==> src/rtl/fetch_stage.sv <==
// fetch_stage: instruction-fetch stage of the 5-stage pipeline.
//
// Owns the PC and issues one request at a time to a variable-latency
// instruction memory. The result goes into the IF/ID register that decode
// consumes. Stall freezes the PC and IF/ID. Br_Taken redirects the PC and
// flushes IF/ID. Br_Taken has priority over Stall.
//
// Parameters
//   ADDR_W    PC / instruction address width
//   DATA_W    instruction width
//   RESET_PC  PC value after reset
//
// Ports
//   clk, rst            clock (rising edge); asynchronous active-low reset
//   Stall               hazard-unit freeze of PC and IF/ID
//   Br_Taken, Br_Addr   redirect from EXE
//   imem_req/addr       request to instruction memory; addr stable until ack
//   imem_ack/rdata      one-cycle response strobe and instruction
//   IF_PC               IF/ID: PC+4 of held instruction
//   IF_Inst             IF/ID: instruction (0 when invalid)
//   IF_Valid            IF/ID holds a real instruction
//   stall_cnt/flush_cnt saturating performance counters; these ports exist
//                       only when FETCH_PERF_CNT_EN is defined

module fetch_stage #(
   parameter int unsigned         ADDR_W   = 32,
   parameter int unsigned         DATA_W   = 32,
   parameter logic [ADDR_W-1:0]   RESET_PC = '0
) (
   input  logic              clk,
   input  logic              rst,
   input  logic              Stall,
   input  logic              Br_Taken,
   input  logic [ADDR_W-1:0] Br_Addr,
   output logic              imem_req,
   output logic [ADDR_W-1:0] imem_addr,
   input  logic              imem_ack,
   input  logic [DATA_W-1:0] imem_rdata,
   output logic [ADDR_W-1:0] IF_PC,
   output logic [DATA_W-1:0] IF_Inst,
   output logic              IF_Valid
`ifdef FETCH_PERF_CNT_EN
   ,
   output logic [31:0]       stall_cnt,
   output logic [31:0]       flush_cnt
`endif
);

   typedef enum logic [1:0] {
      S_REQ  = 2'd0,   // request outstanding, response is used
      S_HOLD = 2'd1,   // response parked in skid register, no request
      S_DROP = 2'd2    // stale request outstanding, response is discarded
   } state_t;

   localparam logic [ADDR_W-1:0] PC_STEP = ADDR_W'(4);

   state_t              state_q,    state_d;
   logic [ADDR_W-1:0]   pc_q,       pc_d;
   logic [ADDR_W-1:0]   req_addr_q, req_addr_d;
   logic [DATA_W-1:0]   skid_q,     skid_d;
   logic [ADDR_W-1:0]   if_pc_q,    if_pc_d;
   logic [DATA_W-1:0]   if_inst_q,  if_inst_d;
   logic                if_valid_q, if_valid_d;
   logic [ADDR_W-1:0]   pc_inc;

   assign pc_inc = pc_q + PC_STEP;

   always_comb begin
      state_d    = state_q;
      pc_d       = pc_q;
      req_addr_d = req_addr_q;
      skid_d     = skid_q;
      if_pc_d    = if_pc_q;
      if_inst_d  = if_inst_q;
      if_valid_d = if_valid_q;

      unique case (state_q)
         S_REQ: begin
            if (Br_Taken) begin
               pc_d       = Br_Addr;
               if_pc_d    = '0;
               if_inst_d  = '0;
               if_valid_d = 1'b0;
               // A response arriving together with the branch is simply
               // dropped. Without one, the in-flight request must drain first.
               state_d    = imem_ack ? S_REQ : S_DROP;
            end else if (imem_ack) begin
               if (!Stall) begin
                  if_pc_d    = pc_inc;
                  if_inst_d  = imem_rdata;
                  if_valid_d = 1'b1;
                  pc_d       = pc_inc;
               end else begin
                  skid_d  = imem_rdata;
                  state_d = S_HOLD;
               end
            end else if (!Stall) begin
               if_valid_d = 1'b0;
               if_inst_d  = '0;
            end
         end

         S_HOLD: begin
            if (Br_Taken) begin
               pc_d       = Br_Addr;
               if_pc_d    = '0;
               if_inst_d  = '0;
               if_valid_d = 1'b0;
               state_d    = S_REQ;
            end else if (!Stall) begin
               if_pc_d    = pc_inc;
               if_inst_d  = skid_q;
               if_valid_d = 1'b1;
               pc_d       = pc_inc;
               state_d    = S_REQ;
            end
         end

         S_DROP: begin
            if_pc_d    = '0;
            if_inst_d  = '0;
            if_valid_d = 1'b0;
            if (Br_Taken) pc_d = Br_Addr;
            if (imem_ack) state_d = S_REQ;
         end

         default: state_d = S_REQ;
      endcase

      // A new request starts on entry to REQ, or in REQ right after an ack.
      // Its address is the PC that this cycle produces.
      if (state_d == S_REQ && (state_q != S_REQ || imem_ack))
         req_addr_d = pc_d;
   end

   always_ff @(posedge clk or negedge rst) begin
      if (!rst) begin
         state_q    <= S_REQ;
         pc_q       <= RESET_PC;
         req_addr_q <= RESET_PC;
         skid_q     <= '0;
         if_pc_q    <= '0;
         if_inst_q  <= '0;
         if_valid_q <= 1'b0;
      end else begin
         state_q    <= state_d;
         pc_q       <= pc_d;
         req_addr_q <= req_addr_d;
         skid_q     <= skid_d;
         if_pc_q    <= if_pc_d;
         if_inst_q  <= if_inst_d;
         if_valid_q <= if_valid_d;
      end
   end

   assign imem_req  = rst && (state_q != S_HOLD);
   assign imem_addr = req_addr_q;
   assign IF_PC     = if_pc_q;
   assign IF_Inst   = if_inst_q;
   assign IF_Valid  = if_valid_q;

`ifdef FETCH_PERF_CNT_EN
   logic [31:0] stall_cnt_q, stall_cnt_d;
   logic [31:0] flush_cnt_q, flush_cnt_d;

   always_comb begin
      stall_cnt_d = stall_cnt_q;
      flush_cnt_d = flush_cnt_q;
      if (Stall && !Br_Taken && stall_cnt_q != '1) stall_cnt_d = stall_cnt_q + 32'd1;
      if (Br_Taken && flush_cnt_q != '1)           flush_cnt_d = flush_cnt_q + 32'd1;
   end

   always_ff @(posedge clk or negedge rst) begin
      if (!rst) begin
         stall_cnt_q <= '0;
         flush_cnt_q <= '0;
      end else begin
         stall_cnt_q <= stall_cnt_d;
         flush_cnt_q <= flush_cnt_d;
      end
   end

   assign stall_cnt = stall_cnt_q;
   assign flush_cnt = flush_cnt_q;
`endif

endmodule

==> config.mk <==
export PLATFORM = sky130hd
export DESIGN_NAME = fetch_stage
export DESIGN_NICKNAME = d
export VERILOG_FILES = /design/src/rtl/fetch_stage.sv
export SDC_FILE = /design/constraint.sdc
export NUM_CORES = 1
export LEC_CHECK = 0
export CAP_MARGIN = 20
export CORE_MARGIN = 2
export CORE_UTILIZATION = 43
export CTS_BUF_LIST = sky130_fd_sc_hd__clkbuf_4 sky130_fd_sc_hd__clkbuf_8 sky130_fd_sc_hd__clkbuf_16
export CTS_CLUSTER_DIAMETER = 150
export CTS_CLUSTER_SIZE = 40
export DETAILED_ROUTE_END_ITERATION = 16
export PLACE_DENSITY = 0.7
export SYNTH_ARGS = -nofsm -noshare
export SYNTH_HDL_FRONTEND = slang
export SYNTH_SLANG_ARGS = --single-unit
export TNS_END_PERCENT = 10
==> constraint.sdc <==
create_clock -name clk -period 3.14 [get_ports clk]
set_input_delay 0.314 -clock clk [delete_from_list [all_inputs] [get_ports clk]]
set_output_delay 0.314 -clock clk [all_outputs]
set_load 0.1 [all_outputs]
==> summary.md, run 1 <==
| Metric | Value |
|---|---|
| Status | `completed` |
| CP peak stage delay | `0.74 ns` |
| Unrepaired setup endpoints after global routing | `false` |
| Worst clock skew | `0.0111 ns` |
| WHS | `around 0.34 ns` |
| Post-DP HPWL | `18900 um` |
| Delay-heaviest family, CP | `compound AO/OA/AOI/OAI gates` |
| Initial Util | `0.439` |
| Global-route wire length before repair | `about 43000 um` |
| Min Tclk post-route | `2.75 ns` |
| Core area | `0.0195 mm^2` |
| GRT Residual Overflow | `0` |
| Vias | `7793` |
| Maximum fanout along the worst path | `10` |
| Clk slew on worst S/H paths | `0.07 ns` |
| Later-pin clock latency in the skew report | `0.43 ns` |
| Num Clock Sinks | `163` |
| Port Buf Inserts | `166` |
| FF+latch count, synth | `163` |
| Internal power | `0.00511 W` |
| Slowest CP cell | `a21oi_1` |
| Final setup viols | `0` |
| Area grow syn2layout | `29.0%` |
| Synth cell types | `between 70 and 80` |
| Power Density | `899 mW/mm^2` |
| Slew HR | `0.331` |
| Sequential standard cell area | `~0.004 mm^2` |
| Layout Utilization | `0.567` |
| RePlAce Congestion | `~0.96` |
| Crit-path cells | `inv_1, ha_1, a21oi_1, nor3_1, buf_4, a311oi_1, o21bai_1, o31ai_1` |
| Req. time, crit path | `3.44 ns` |
| Ys async rst share | `1.00` |
| All-Layer GR Usage | `0.255` |
| Largest net degree at the start of global routing | `68` |
| Area of the multi-input gates | `0.00406 mm^2` |
| Sequential-to-total area share from yosys stat | `0.476` |
| Post-synthesis cell count | `937` |
| P_sw | `slightly below 0.005 W` |
| WL final | `26700 um` |
| Synth Net Count | `1011` |
| VDD IR max | `0.476 mV` |
| Register share of total power | `0.319` |
| DR iter-0 viols | `540` |
| Via density | `5.75` |
| Longest Clk Path Bufs | `2` |
| CTS H-tree depth | `4` |
| Chip Width | `145 um` |
| Worst setup SP type | `flip-flop` |
| Max Slew Vio Count | `0` |
| Arrival @ worst endpoint | `3.06 ns` |
| Number of buffer and inverter stages on the critical path | `2` |
| # rows | `51` |
| Clock network power share | `0.223` |
| CTS root buf | `clkbuf_16` |
| Hold crit path type | `in2async` |
| Post-synth EDFFs | `0` |
| CTS Buf Count | `17` |
| Initial antenna violation count | `0` |
| Fillers | `1812` |
| Antenna Nets Post-Route | `0` |
| Ys Warns | `0` |
| WL/cell | `19.7 um` |
| Ys flop type | `dfrtp_1` |
| Net count, final | `1152` |
| DR DRC count | `0` |
| IO Count | `167` |
| Post-synthesis cell area | `0.00858 mm^2` |
| Switching portion of total power | `0.486` |
| Die area | `0.0211 mm^2` |
| Mean post-synth cell area | `between 9 and 10 um^2` |
| Crit path kind | `reg2reg` |
| Measured slew at the worst slew-check pin | `1.00 ns` |
| Pre-antenna DRT Iters | `5` |
| Vias in the first global route | `about 8k` |
| Setup TNS Final | `0 ns` |
| CTS tree | `yes` |
| Final hold vios | `0` |
| # diodes | `0` |
| Tcrit/Tclk final | `0.877` |
| Logic pwr share | `0.458` |
| Max Cap Viol | `0` |
| Setup crit end kind | `flip-flop` |
| Share of layout cells above drive strength 1 | `0.118` |
| Die Height | `145 um` |
| F_max | `0.363 GHz` |
| Leak pwr | `about 4.7 nW` |
## area by class of cell
| cell class | count | share of cell area |
|---|---|---|
| Timing Repair Buffer | 202 | 0.171 |
| Sequential cell | 163 | 0.369 |
| Multi-Input combinational cell | 676 | 0.367 |
| Inverter | 18 | 0.00611 |
| Clock inverter | 14 | 0.0172 |
| Clock buffer | 18 | 0.0397 |
| Tap cell | 265 | 0.0300 |
## timing repair
| action | in CTS | in global routing |
|---|---|---|
| hold buffers | 1 | 0 |
| hold endpoints to repair | 30 | 0 |
| buffers inserted | 0 | 0 |
| resized for setup | 0 | 0 |
## metrics by stage
stage	setup slack, ns	instances	instance area, um^2	power [W]
finish	0.386	1356	11100	0.00995
global route	0.221	1356	11100	0.0104
CTS	0.425	1356	11100	0.00997
detailed placement	0.431	1323	10400	0.00774
global placement	0.545	1323	10400	0.00770
floorplan	0.659	937	8580	0.00649
## registers in the layout (all words and copies together) (netlist names)
name	cells
IF_Valid	1
state_q	2
skid_q	32
pc_q	32
imem_addr	32
IF_PC	32
IF_Inst	32
## per-layer routing
metal / track usage / up-vias / wire length, um
li1: - / 3656 / -
met1: 0.342 / 3718 / 11300
met2: 0.397 / 367 / 12300
met3: 0.0739 / 52 / 2410
met4: 0.0863 / 0 / 701
met5: 0 / - / 0
## power groups by stage
stage / registers, W / logic [W] / clock network (W)
2_1_floorplan: 0.00512 / 0.00137 / 0
3_3_place_gp: 0.00319 / 0.00451 / 0
3_5_place_dp: 0.00319 / 0.00455 / 0
4_1_cts: 0.00316 / 0.00456 / 0.00225
5_1_grt: 0.00324 / 0.00477 / 0.00234
6_report: 0.00317 / 0.00455 / 0.00222
## cell families after synthesis
family,count (synthesis),share of synthesized area
simple gates,373,0.203
buf+inv,98,0.0531
flops,163,0.476
fa+ha+maj,5,0.00730
mux,12,0.0156
compound gates,254,0.212
xor+xnor,32,0.0327
## layout by cell type, fill, tap and decap left out, types with 8 or more instances in the layout
master | synthesis | final
nand2_1 | 214 | 214
dfrtp_1 | 163 | 163
clkdlybuf4s50_1 | 0 | 140
buf_4 | 9 | 57
o21ai_0 | 49 | 49
o31ai_1 | 44 | 43
a22oi_1 | 35 | 35
nor2_1 | 34 | 34
a21oi_1 | 30 | 30
nor3_1 | 25 | 25
xnor2_1 | 22 | 22
nand3_1 | 18 | 18
inv_1 | 17 | 17
clkbuf_16 | 0 | 17
a31oi_1 | 14 | 14
nand4_1 | 13 | 13
and3_1 | 11 | 11
nor4_1 | 11 | 11
nand2b_1 | 11 | 11
xor2_1 | 10 | 10
mux2_2 | 10 | 10
o22ai_1 | 9 | 9
a22o_1 | 9 | 9
a211oi_1 | 8 | 8
## Yosys cell counts, types with 5 or more instances
cell	number	area, um^2
o221ai_1	5	43.8
o21ai_0	49	245
a22o_1	9	78.8
nor3_1	25	125
and3_1	11	68.8
a21oi_1	30	150
a211oi_1	8	60.1
o22ai_1	9	56.3
nand3_1	18	90.1
xnor2_1	22	193
nand4_1	13	81.3
mux2_2	10	113
o31ai_1	44	330
clkbuf_1	38	143
xor2_1	10	87.6
buf_1	5	18.8
and4_1	5	43.8
a31oi_1	14	87.6
dfrtp_1	163	4080
buf_4	9	67.6
and2_1	6	37.5
ha_1	5	62.6
buf_2	23	115
nand2b_1	11	68.8
inv_1	17	63.8
a311oi_1	5	43.8
nor4_1	11	68.8
a22oi_1	35	263
nand2_1	214	803
nor2_1	34	128
nor2b_1	5	31.3
## final timing paths
path                            start             to  cells past startpoint  slack, ns
min in group clk             Br_Taken       IF_PC[2]                      2       0.40
max reg2reg                state_q[0]  imem_addr[13]                      8       0.39
max in group asynchronous         rst   imem_addr[7]                      3       1.63
min                               rst       pc_q[18]                      2       0.34
min reg2reg                skid_q[23]     skid_q[23]                      2       0.48
max                        state_q[0]  imem_addr[13]                      8       0.39
No activity file was read; power rests on OpenSTA's default activity.
==> run 2, diff against run 1 <==
--- a/config.mk
+++ b/config.mk
@@ -6,13 +6,15 @@
 export NUM_CORES = 1
 export LEC_CHECK = 0
 export CAP_MARGIN = 20
+export CELL_PAD_IN_SITES_DETAIL_PLACEMENT = 1
+export CELL_PAD_IN_SITES_GLOBAL_PLACEMENT = 1
 export CORE_MARGIN = 2
-export CORE_UTILIZATION = 43
+export CORE_UTILIZATION = 40
 export CTS_BUF_LIST = sky130_fd_sc_hd__clkbuf_4 sky130_fd_sc_hd__clkbuf_8 sky130_fd_sc_hd__clkbuf_16
 export CTS_CLUSTER_DIAMETER = 150
 export CTS_CLUSTER_SIZE = 40
 export DETAILED_ROUTE_END_ITERATION = 16
-export PLACE_DENSITY = 0.7
+export PLACE_DENSITY = 0.83
 export SYNTH_ARGS = -nofsm -noshare
 export SYNTH_HDL_FRONTEND = slang
 export SYNTH_SLANG_ARGS = --single-unit
==> summary.md, run 2 (synthesis results as in run 1) <==
| Metric | Value |
|---|---|
| Status | `completed` |
| Sequential standard cell area | `0.00408 mm^2` |
| P_sw | `~0.0050 W` |
| # diodes | `0` |
| Vias | `roughly 8.2k` |
| WL/cell | `~23 um` |
| Via density | `between 6 and 7` |
| Hold_buf cts | `1` |
| Commonest non-fill, non-tap cell in the layout | `nand2_1` |
| Crit path kind | `reg2reg` |
| Core area | `0.0210 mm^2` |
| Crit-path cells | `inv_1, ha_1, a21oi_1, nor3_1, a311oi_1, o21bai_1, o31ai_1` |
| Initial Util | `0.408` |
| Net count, final | `approximately 1.2k` |
| Die Height | `150 um` |
| Post-cts gate resize count | `0` |
| Slew HR | `0.168` |
| Register share of total power | `0.321` |
| Clock network power share | `0.218` |
| Min Tclk post-route | `roughly 3 ns` |
| Unrepaired setup endpoints after global routing | `false` |
| Hold crit path type | `in2async` |
| Later-pin clock latency in the skew report | `0.44 ns` |
| Switching portion of total power | `0.499` |
| Global-route wire length before repair | `approximately 48000 um` |
| Measured slew at the worst slew-check pin | `1.24 ns` |
| Antenna Nets Post-Route | `0` |
| Power Density | `906 mW/mm^2` |
| Longest Clk Path Bufs | `2` |
| Final worst slack | `0.219 ns` |
| CTS H-tree depth | `4` |
| Most frequent cells in the layout | `nand2_1 (214), dfrtp_1 (163), clkdlybuf4s50_1 (144)` |
| Tcrit/Tclk final | `0.930` |
| Area of the multi-input gates | `roughly 0.0041 mm^2` |
| GRT Residual Overflow | `0` |
| Max Cap Viol | `0` |
| # rows | `53` |
| Share of layout cells above drive strength 1 | `0.115` |
| Worst clock skew | `0.0107 ns` |
| Pwr Total | `between 0.01 and 0.015 W` |
| Vias in the first global route | `8588` |
| DR iter-0 viols | `roughly 640` |
| Setup TNS Final | `0 ns` |
| Post-route cell area | `0.0111 mm^2` |
| CTS root buf | `clkbuf_16` |
| Slowest CP cell | `nor3_1` |
| CP peak stage delay | `0.96 ns` |
| RePlAce Congestion | `0.910` |
| Num Clock Sinks | `~160` |
| Port Buf Inserts | `166` |
| F_max | `0.342 GHz` |
| Setup crit end kind | `flip-flop` |
| IO Count | `167` |
| Internal power | `0.00502 W` |
| Chip Width | `150 um` |
| Fillers | `about 2.4k` |
| Leak pwr | `4.67 nW` |
| Number of buffer and inverter stages on the critical path | `1` |
| Maximum fanout along the worst path | `11` |
| Worst setup SP type | `flip-flop` |
| WL final | `30800 um` |
| DP Area | `0.0104 mm^2` |
| Largest net degree at the start of global routing | `89` |
| Area grow syn2layout | `29.1%` |
| Logic pwr share | `0.461` |
| Pre-antenna DRT Iters | `4` |
| Arrival @ worst endpoint | `about 3.3 ns` |
| Initial antenna violation count | `0` |
| Post-DP HPWL | `21400 um` |
| Post-placement worst setup slack | `0.409 ns` |
| WHS | `0.268 ns` |
| DR DRC count | `0` |
| Die area | `0.0226 mm^2` |
| Max Slew Vio Count | `0` |
| CTS Buf Count | `17` |
| Delay-heaviest family, CP | `simple AND/OR/NAND/NOR gates` |
| VDD IR max | `0.413 mV` |
| Final hold vios | `0` |
| Final setup viols | `0` |
| CTS tree | `yes` |
| Post-CTS Setup Inserts | `0` |
| Req. time, crit path | `3.48 ns` |
| All-Layer GR Usage | `0.279` |
| Clk slew on worst S/H paths | `0.07 ns` |
[run 2: cell types whose count changed in the layout (fill, tap and decap cells not counted), moves of 2 or more]
| cell | change |
|---|---|
| clkinv_8 | +2 |
| inv_8 | -2 |
| inv_6 | +3 |
| clkinvlp_4 | -2 |
| clkdlybuf4s50_1 | +4 |
| buf_4 | -2 |
[run 2: path summary, 6_finish.rpt]
path / start / endpoint / slack [ns] / depth (start not counted)
max: state_q[1] / imem_addr[13] / 0.22 / 7
max reg2reg: state_q[1] / imem_addr[13] / 0.22 / 7
max in group asynchronous: rst / IF_Inst[21] / 1.80 / 3
min: rst / pc_q[16] / 0.27 / 2
min in group clk: Br_Taken / IF_PC[3] / 0.40 / 2
min reg2reg: IF_PC[3] / IF_PC[3] / 0.48 / 2
[run 2: final cells by class]
type,instances,area share
flip-flops and latches,163,0.368
multi-input cells,676,0.367
well taps,275,0.0311
inverters,18,0.00610
repair buffers,203,0.172
clock inverters,15,0.0172
clock buffers,17,0.0384
[run 2: power groups by stage]
stage	sequential (W)	combinational, W	clock, W
2_1_floorplan	0.00512	0.00137	0
3_3_place_gp	0.00320	0.00451	0
4_1_cts	0.00320	0.00462	0.00222
3_5_place_dp	0.00322	0.00459	0
5_1_grt	0.00328	0.00484	0.00231
6_report	0.00322	0.00462	0.00219
[run 2: layer usage]
| layer | up-vias | part of all wire | GRT usage |
|---|---|---|---|
| met5 | - | 0 | 0 |
| met4 | 0 | 0.035 | 0.118 |
| met3 | 77 | 0.073 | 0.0609 |
| met2 | 383 | 0.48 | 0.449 |
| met1 | 4110 | 0.41 | 0.362 |
| li1 | 3655 | - | - |
[run 2: stage by stage]
stage,util,instances
after global placement,0.497,1334
after floorplan,-,937
after CTS,0.527,1367
after global routing,0.527,1367
final,0.527,1367
after detailed placement,0.497,1334
